### config.mk
export PLATFORM = sky130hd
export DESIGN_NAME = uart_tx_msg_arbiter
export DESIGN_NICKNAME = d
export VERILOG_FILES = /design/src/rtl/fish_tank_uart_pkg.sv /design/src/rtl/uart_tx_msg_arbiter_rr_pick.sv /design/src/rtl/uart_tx_msg_arbiter.sv
export SDC_FILE = /design/constraint.sdc
export NUM_CORES = 1
export LEC_CHECK = 0
export BUFFER_PORTS_ARGS = -buffer_cell sky130_fd_sc_hd__buf_2
export CORE_UTILIZATION = 35
export DETAILED_ROUTE_END_ITERATION = 8
export SETUP_SLACK_MARGIN = 0.05
export SYNTH_ARGS = -nofsm -noshare
export SYNTH_HDL_FRONTEND = slang
export SYNTH_SLANG_ARGS = --single-unit
### constraint.sdc
create_clock -name clk -period 2.85 [get_ports clk]
set_clock_uncertainty 0.15 [all_clocks]
set_input_delay 0.285 -clock clk [delete_from_list [all_inputs] [get_ports clk]]
set_output_delay 0.285 -clock clk [all_outputs]
set_load 0.03 [all_outputs]
### src/rtl/fish_tank_uart_pkg.sv
// Shared types and constants for the fish-tank UART reporting path.
// Holds the arbiter state encoding, ASCII framing bytes and default sizing.
package fish_tank_uart_pkg;

    typedef enum logic [1:0] {
        ST_IDLE  = 2'd0,
        ST_XFER  = 2'd1,
        ST_DRAIN = 2'd2
    } arb_state_e;

    localparam logic [7:0] ASCII_CR    = 8'h0D;
    localparam logic [7:0] ASCII_LF    = 8'h0A;
    localparam logic [7:0] ASCII_COLON = 8'h3A;

    localparam int DEF_NUM_REQ     = 4;
    localparam int DEF_TIMEOUT_CYC = 33000;

endpackage

### src/rtl/uart_tx_msg_arbiter_rr_pick.sv
// Combinational round-robin picker: first set request at or above rr_ptr, wrapping.
// rr_ptr is expected to stay below NUM_REQ.
module rr_pick #(
    parameter int NUM_REQ = 4,
    parameter int IDW     = 2
) (
    input  logic [NUM_REQ-1:0] req,
    input  logic [IDW-1:0]     rr_ptr,
    output logic [IDW-1:0]     winner,
    output logic               any
);

    logic [IDW-1:0] idx_s;

    // Scan from the pointer upward with wrap; the first hit wins.
    always_comb begin
        winner = '0;
        any    = 1'b0;
        idx_s  = '0;
        for (int k = 0; k < NUM_REQ; k++) begin
            idx_s = IDW'((int'(rr_ptr) + k) % NUM_REQ);
            if (!any && req[idx_s]) begin
                any    = 1'b1;
                winner = idx_s;
            end else begin
                any    = any;
            end
        end
    end

endmodule

### src/rtl/uart_tx_msg_arbiter.sv
// Shares one uart_tx byte transmitter among NUM_REQ message sources, locking the
// grant for a whole message (up to the byte flagged last) with an idle timeout.
module uart_tx_msg_arbiter
    import fish_tank_uart_pkg::*;
#(
    parameter int NUM_REQ     = DEF_NUM_REQ,
    parameter int IDW         = $clog2(NUM_REQ),
    parameter int TIMEOUT_CYC = DEF_TIMEOUT_CYC
) (
    input  logic                 clk,
    input  logic                 rst_n,
    input  logic [NUM_REQ-1:0]   req_valid,
    input  logic [8*NUM_REQ-1:0] req_data,
    input  logic [NUM_REQ-1:0]   req_last,
    output logic [NUM_REQ-1:0]   req_ready,
    output logic [7:0]           tx_data,
    output logic                 tx_data_valid,
    input  logic                 tx_data_ready,
    output logic [IDW-1:0]       grant_id,
    output logic                 busy,
    output logic                 msg_done,
    output logic                 timeout_err
);

    localparam int CW = $clog2(TIMEOUT_CYC + 1);

    arb_state_e     state_r, state_nxt_s;
    logic [IDW-1:0] grant_r, grant_nxt_s;
    logic [IDW-1:0] rr_ptr_r, rr_ptr_nxt_s;
    logic [IDW-1:0] grant_inc_s, pick_idx_s;
    logic           pick_any_s;
    logic [7:0]     hold_data_r;
    logic           hold_full_r;
    logic [CW-1:0]  cnt_r, cnt_nxt_s;
    logic [7:0]     data_arr_s [NUM_REQ];
    logic           g_valid_s, g_last_s, capture_s, tx_xfer_s, idle_cyc_s, tmo_hit_s;

    rr_pick #(
        .NUM_REQ (NUM_REQ),
        .IDW     (IDW)
    ) u_rr_pick (
        .req    (req_valid),
        .rr_ptr (rr_ptr_r),
        .winner (pick_idx_s),
        .any    (pick_any_s)
    );

    // Granted-source view, handshake terms and timeout detection.
    always_comb begin
        for (int i = 0; i < NUM_REQ; i++) begin
            data_arr_s[i] = req_data[8*i +: 8];
            req_ready[i]  = (state_r == ST_XFER) && !hold_full_r && (grant_r == IDW'(i));
        end
        g_valid_s   = req_valid[grant_r];
        g_last_s    = req_last[grant_r];
        capture_s   = (state_r == ST_XFER) && !hold_full_r && g_valid_s;
        tx_xfer_s   = hold_full_r && tx_data_ready;
        idle_cyc_s  = (state_r == ST_XFER) && !hold_full_r && !g_valid_s;
        tmo_hit_s   = idle_cyc_s && (cnt_r == CW'(TIMEOUT_CYC - 1));
        // Explicit wrap so non-power-of-two NUM_REQ never yields an unused index.
        grant_inc_s = (grant_r == IDW'(NUM_REQ - 1)) ? '0 : grant_r + IDW'(1);
    end

    // Next-state, grant, pointer and idle-counter logic.
    always_comb begin
        state_nxt_s  = state_r;
        grant_nxt_s  = grant_r;
        rr_ptr_nxt_s = rr_ptr_r;
        cnt_nxt_s    = cnt_r;
        case (state_r)
            ST_IDLE: begin
                cnt_nxt_s = '0;
                if (pick_any_s) begin
                    state_nxt_s = ST_XFER;
                    grant_nxt_s = pick_idx_s;
                end else begin
                    state_nxt_s = ST_IDLE;
                end
            end
            ST_XFER: begin
                if (capture_s) begin
                    cnt_nxt_s   = '0;
                    state_nxt_s = g_last_s ? ST_DRAIN : ST_XFER;
                end else if (tmo_hit_s) begin
                    cnt_nxt_s    = '0;
                    state_nxt_s  = ST_IDLE;
                    rr_ptr_nxt_s = grant_inc_s;
                end else if (idle_cyc_s) begin
                    cnt_nxt_s = cnt_r + CW'(1);
                end else begin
                    cnt_nxt_s = cnt_r;
                end
            end
            ST_DRAIN: begin
                cnt_nxt_s = '0;
                if (tx_xfer_s) begin
                    state_nxt_s  = ST_IDLE;
                    rr_ptr_nxt_s = grant_inc_s;
                end else begin
                    state_nxt_s = ST_DRAIN;
                end
            end
            default: begin
                state_nxt_s = ST_IDLE;
                cnt_nxt_s   = '0;
            end
        endcase
    end

    // State, grant, pointer and counter registers.
    always_ff @(posedge clk or negedge rst_n) begin
        if (!rst_n) begin
            state_r  <= ST_IDLE;
            grant_r  <= '0;
            rr_ptr_r <= '0;
            cnt_r    <= '0;
        end else begin
            state_r  <= state_nxt_s;
            grant_r  <= grant_nxt_s;
            rr_ptr_r <= rr_ptr_nxt_s;
            cnt_r    <= cnt_nxt_s;
        end
    end

    // One-byte holding register; capture only when empty at cycle start (no bypass).
    always_ff @(posedge clk or negedge rst_n) begin
        if (!rst_n) begin
            hold_data_r <= 8'h00;
            hold_full_r <= 1'b0;
        end else if (capture_s) begin
            hold_data_r <= data_arr_s[grant_r];
            hold_full_r <= 1'b1;
        end else if (tx_xfer_s) begin
            hold_full_r <= 1'b0;
        end else begin
            hold_full_r <= hold_full_r;
        end
    end

    assign tx_data       = hold_data_r;
    assign tx_data_valid = hold_full_r;
    assign grant_id      = grant_r;
    assign busy          = (state_r != ST_IDLE);
    assign msg_done      = (state_r == ST_DRAIN) && tx_xfer_s;
    assign timeout_err   = tmo_hit_s;

endmodule

== Yosys cells after proc, flatten, opt, wreduce, memory -nomap -nowiden ==
Index checks and enable logic that the tools add are counted.

* Register bits: 31
* Bits of input ports: 43
* Output and inout port bits: 18
* Word-level logic and storage cells: 94

* Magnitude comparators: 6
* Add/subtract/negate cells: 5
* Bitwise operators: 1
* Muxes and demuxes: 40
* Equal/unequal tests: 11
* Reductions and logical operators: 25

{| class="wikitable"
|+ Operator list
! kind !! number
|-
| $mux 16 || 4
|-
| $mux 2 || 12
|-
| $add 16x1->16 const B || 1
|-
| $bmux 8 s2 || 1
|-
| $eq 16x16->1 const B || 1
|-
| $mux 8 || 2
|-
| $lt 2x3->1 const B || 5
|-
| $logic_and 1x1->1 || 13
|-
| $mux 1 || 13
|-
| $bmux 1 s2 || 6
|-
| $eq 2x2->1 const B || 3
|-
| $ne 2x2->1 const B || 3
|-
| $pmux 2 s3 || 1
|-
| $reduce_bool 2->1 || 3
|-
| $logic_not 1->1 || 5
|-
| $add 2x1->2 const B || 2
|-
| $add 2x2->2 const B || 2
|-
| $eq 2x1->1 const B || 2
|-
| $logic_not 2->1 || 2
|-
| $ne 4x4->1 const B || 1
|-
| $pmux 2 s2 || 1
|-
| $reduce_and 4->1 || 1
|-
| $ge 3x3->1 const B || 1
|-
| $ne 3x3->1 const B || 1
|-
| 2 further kinds || 2
|}

== Depth between registers and ports, before layout ==
* Depth in word-level cells: 14
* Depth in mapped cells: 7
* Depth with buffers taken out: 5

== Modules after synthesis ==
A second synthesis with hierarchy kept.

* Cell total of the unflattened synthesis: 183
* Area, all modules: 1,911.8 um^2

{| class="wikitable"
|+ By module, submodules not included
! module !! area an instance (um^2) !! sequential area each (um^2) !! cells each !! instances
|-
| uart_tx_msg_arbiter || 1,834.3 || 775.7 || 168 || 1
|-
| rr_pick || 77.6 || 0.0 || 15 || 1
|}

== Worst setup path before layout ==
No wires, ideal clock.

* Path kind: reg2out
* From: register grant_r[1], in the netlist grant_id[1]
* To: output timeout_err
* Required time: 2.415 ns
* Buffers on the path: 1
* Arrival time: 2.115 ns
* Slack: 0.300 ns
* Stages on the path, launching flop included: 5
* Cells stage by stage: dfrtp_1 -> mux4_2 -> or3_1 -> buf_6 -> nor2_1

* Cells in the longest elaborated chain, start to end: 5

{| class="wikitable"
|+ RTL lines
! item !! RTL line !! source
|-
| start: declaration || uart_tx_msg_arbiter.sv:28 || <nowiki>logic [IDW-1:0] grant_r, grant_nxt_s;</nowiki>
|-
| start signal: assignment || uart_tx_msg_arbiter.sv:119 || <nowiki>grant_r <= grant_nxt_s;</nowiki>
|-
| $bmux 1 s2 || uart_tx_msg_arbiter.sv:54 || <nowiki>g_valid_s = req_valid[grant_r];</nowiki>
|-
| $mux 1 (implied by the code) || uart_tx_msg_arbiter.sv:54 ||
|-
| $logic_not 1->1 || uart_tx_msg_arbiter.sv:58 || <nowiki>idle_cyc_s = (state_r == ST_XFER) && !hold_full_r && !g_valid_s;</nowiki>
|-
| $logic_and 1x1->1 || uart_tx_msg_arbiter.sv:58 ||
|-
| $logic_and 1x1->1 || uart_tx_msg_arbiter.sv:59 || <nowiki>tmo_hit_s = idle_cyc_s && (cnt_r == CW'(TIMEOUT_CYC - 1));</nowiki>
|-
| end: declaration || uart_tx_msg_arbiter.sv:22 || <nowiki>output logic timeout_err</nowiki>
|}

Every way passes these cells. The select of a mux whose other input is x is not followed.

== Worst setup path after layout ==
Same ends and word-level chain as after synthesis.

==> flow_summary.rst <==
.. list-table::
   :header-rows: 1

   * - Metric
     - Value
   * - Status
     - completed
   * - Arrival @ worst endpoint
     - 2220 ps
   * - Clock Tree Root
     - clkbuf_8
   * - DRC viols
     - 0
   * - Routability Congestion
     - 0.826
   * - Number of buffer cells added on primary ports
     - 60
   * - Maximum net fanout on the critical path
     - 13
   * - Vias per cell
     - 5.23
   * - GR Util All Layers
     - ~16%
   * - Reg-to-reg slack, setup
     - 370 ps
   * - Area grow syn2layout
     - 27.6%
   * - Setup repair after global routing missed its margin
     - no
   * - Portion of the post-synthesis area used by sequential elements
     - 41.4%
   * - Number of clock sinks seen by CTS
     - 31
   * - Overall die height
     - 75.1 µm
   * - Clock latency on the worst-skew pair
     - 280 ps
   * - Least setup slack across all paths after layout
     - roughly 190 ps
   * - Power density relative to cell area
     - between 800 and 900 nW/µm²
   * - Antenna-violating nets left
     - 0
   * - Number of nets produced by synthesis
     - 223
   * - Dpl hpwl
     - 3.28 mm
   * - Cell family with most CP delay
     - simple AND/OR/NAND/NOR gates
   * - Count of boundary I/O pins
     - 61
   * - Top achievable clock speed
     - 0.376 GHz
   * - Worst Path Buf+Inv
     - 1
   * - Die X-Extent
     - 75.1 µm
   * - Sum of negative setup slack
     - 0 ps
   * - Residual overflow from global routing
     - 0
   * - CTS tree
     - done
   * - Proportion of register bits with asynchronous set or reset after synthesis
     - between 90% and 100%
   * - Crit path cell chain
     - mux4_2 > or3_1 > nor2_1 > buf_2
   * - Synth cell count leaders
     - dfrtp_1 (31), a21oi_1 (12), nor2_1 (12)
   * - Met2 global-route usage
     - roughly 26%
   * - Synthesized area
     - around 1900 µm²
   * - Std cell rows
     - 26
   * - Transition time at the pin with the least slew margin
     - 702 ps
   * - Worst slew margin relative to its limit
     - 53.2%
   * - Class of the most critical setup path
     - reg2out
   * - Area of the core
     - 5140 µm²
   * - Highest cell delay on the worst timing path
     - 640 ps
   * - Final number of max-transition violations
     - 0
   * - Total setup violations reported at the end of the flow
     - 0
   * - Mean Syn Cell Area
     - 10.7 µm²
   * - Dominant register cell in the synthesized netlist
     - dfrtp_1
   * - Met3 capacity usage during global routing
     - 3.61%
   * - Setup fix buffers added after clock tree synthesis
     - 0
   * - Hold buffers post-CTS
     - 1
   * - Element type at the critical path end
     - output port
   * - Top area cells in the synthesized netlist
     - dfrtp_1 (41%), mux4_2 (12%), mux2_2 (6.0%)
   * - Area of the die
     - 5640 µm²
   * - Via count
     - 1631
   * - Highest-delay cell along the critical path
     - mux4_2
   * - Synth Instances
     - 175
   * - Number of antenna cells inserted
     - 0
   * - Crit path launch type
     - flop
   * - Post-synthesis sequential element count
     - 31
   * - Number of H-tree levels
     - 2
   * - Share of the clock period used by the worst path
     - between 90 and 100%
   * - Kind of path behind the tightest hold check
     - in2reg
   * - Endpoints failing hold
     - 0
   * - Effective utilization at floorplan
     - 36.4%
   * - Bufs on Longest Clock Path
     - 2
   * - Routed wire length per instance
     - about 14 µm
   * - Data required time of the critical path
     - 2410 ps
   * - Share of the synthesized area in the top cell type
     - 41.4%
   * - Library cell occupying the most area in the post-synthesis netlist
     - dfrtp_1
   * - Standby leakage power
     - approximately 1.1 nW
   * - Leading cell type by number of instances after synthesis
     - dfrtp_1
   * - Gr busiest metal
     - met2
   * - Number of buffers created by CTS
     - 5
   * - Vias in the first global route
     - ~1400
   * - Overall routed net length
     - 4.32 mm
   * - Pre-CTS WS
     - roughly 360 ps
   * - Count of routing violations after the opening detailed-route iteration
     - 115
   * - First-pass GRT wire length
     - 6.80 mm
   * - IR Drop Worst-Case VDD
     - 498 µV
   * - Initial antenna violation count
     - 0
   * - Largest net degree at the start of global routing
     - 32
   * - Number of nets in the layout
     - 289
   * - Met1 capacity usage during global routing
     - between 20% and 30%
   * - Yosys warning count
     - 0
   * - Number of flops mapped to enable cells by yosys
     - 0
   * - Layout cells sized above 1
     - 39.7%
   * - Clock transition at path regs
     - 60 ps
   * - Number of distinct library cells after synthesis
     - 41
   * - Post-cts repair resize count
     - 0
   * - Number of max-cap violations
     - 0
   * - Pre-Repair DR Iteration Count
     - 4
   * - Final critical-path required period
     - ~2700 ps
path summary, 6_finish.rpt:
check,start,end,depth (start not counted)
min,tx_data_ready,tx_data_valid$_DFFE_PN0P_,2
min in group asynchronous,rst_n,cnt_r[9]$_DFFE_PN0P_,2
max reg2reg,grant_id[1]$_DFFE_PN0P_,cnt_r[8]$_DFFE_PN0P_,4
max,grant_id[1]$_DFFE_PN0P_,timeout_err,4
min reg2reg,tx_data[3]$_DFFE_PN0P_,tx_data[3]$_DFFE_PN0P_,1
max in group asynchronous,rst_n,cnt_r[8]$_DFFE_PN0P_,2
sequential cells by signal (all words and copies together), names as in the netlist:
signal	count
rr_ptr_r	2
tx_data	8
state_r	2
grant_id	2
tx_data_valid	1
cnt_r	16
report_power, final:
| group | internal, W | switching, W | total, W |
|---|---|---|---|
| sequential | 0.000546 | 0.0000657 | 0.000612 |
| clock | 0.000283 | 0.000164 | 0.000446 |
| combinational | 0.000410 | 0.000591 | 0.00100 |
cells by family after synthesis:
group	after synthesis	share of synthesized area (%)
XOR/XNOR	5	2.34
multiplexers	21	18.6
AND/OR/NAND/NOR	66	20.5
AO/OA/AOI/OAI	33	10.4
buffers and inverters	14	3.34
adder cells (fa/ha/maj)	5	3.34
flip-flops	31	41.4
layout make-up:
type                       count  area [µm²]
sequential                    31         776
fill                         523        2750
inverter                       7        26.3
timing repair buffer          66         348
clock buffer                   6        82.6
clock inverter                 2        35.0
tap                           70        87.6
multi-input combinational    130        1030
metrics by stage:
stage	utilization [%]	total power [W]	area, µm²	hold WS, ps	std cells
after global routing	46.5	0.00220	2390	85.3	312
after global placement	44.0	0.00162	2260	234	303
after floorplan	-	0.00133	1870	-161	175
final	46.5	0.00206	2390	94.9	312
after CTS	46.5	0.00208	2390	81.7	312
after detailed placement	44.0	0.00163	2260	228	303
worst reg2reg max path: stages, from the launching register on:
cell     delay, ps
dfrtp_1        370
mux4_2         640
or3_1          560
or4_1          550
a21oi_1        150
layer usage:
layer | wire length [µm] | vias up | share of wire (%)
li1 | - | 794 | -
met1 | 2020 | 800 | 47
met2 | 2060 | 33 | 48
met3 | 207 | 4 | 4.8
met4 | 38 | 0 | 0.88
met5 | 0 | - | 0
placed cells by master (no fill, tap or decap), types with 7 or more instances in the layout:
cell / count
mux2_2: 10
buf_2: 60
nor2_1: 12
o21ai_0: 10
a21oi_1: 12
dfrtp_1: 31
nand2_1: 10
or3_1: 7
mux4_2: 10
inv_1: 7
No activity file was read; power rests on OpenSTA's default activity.
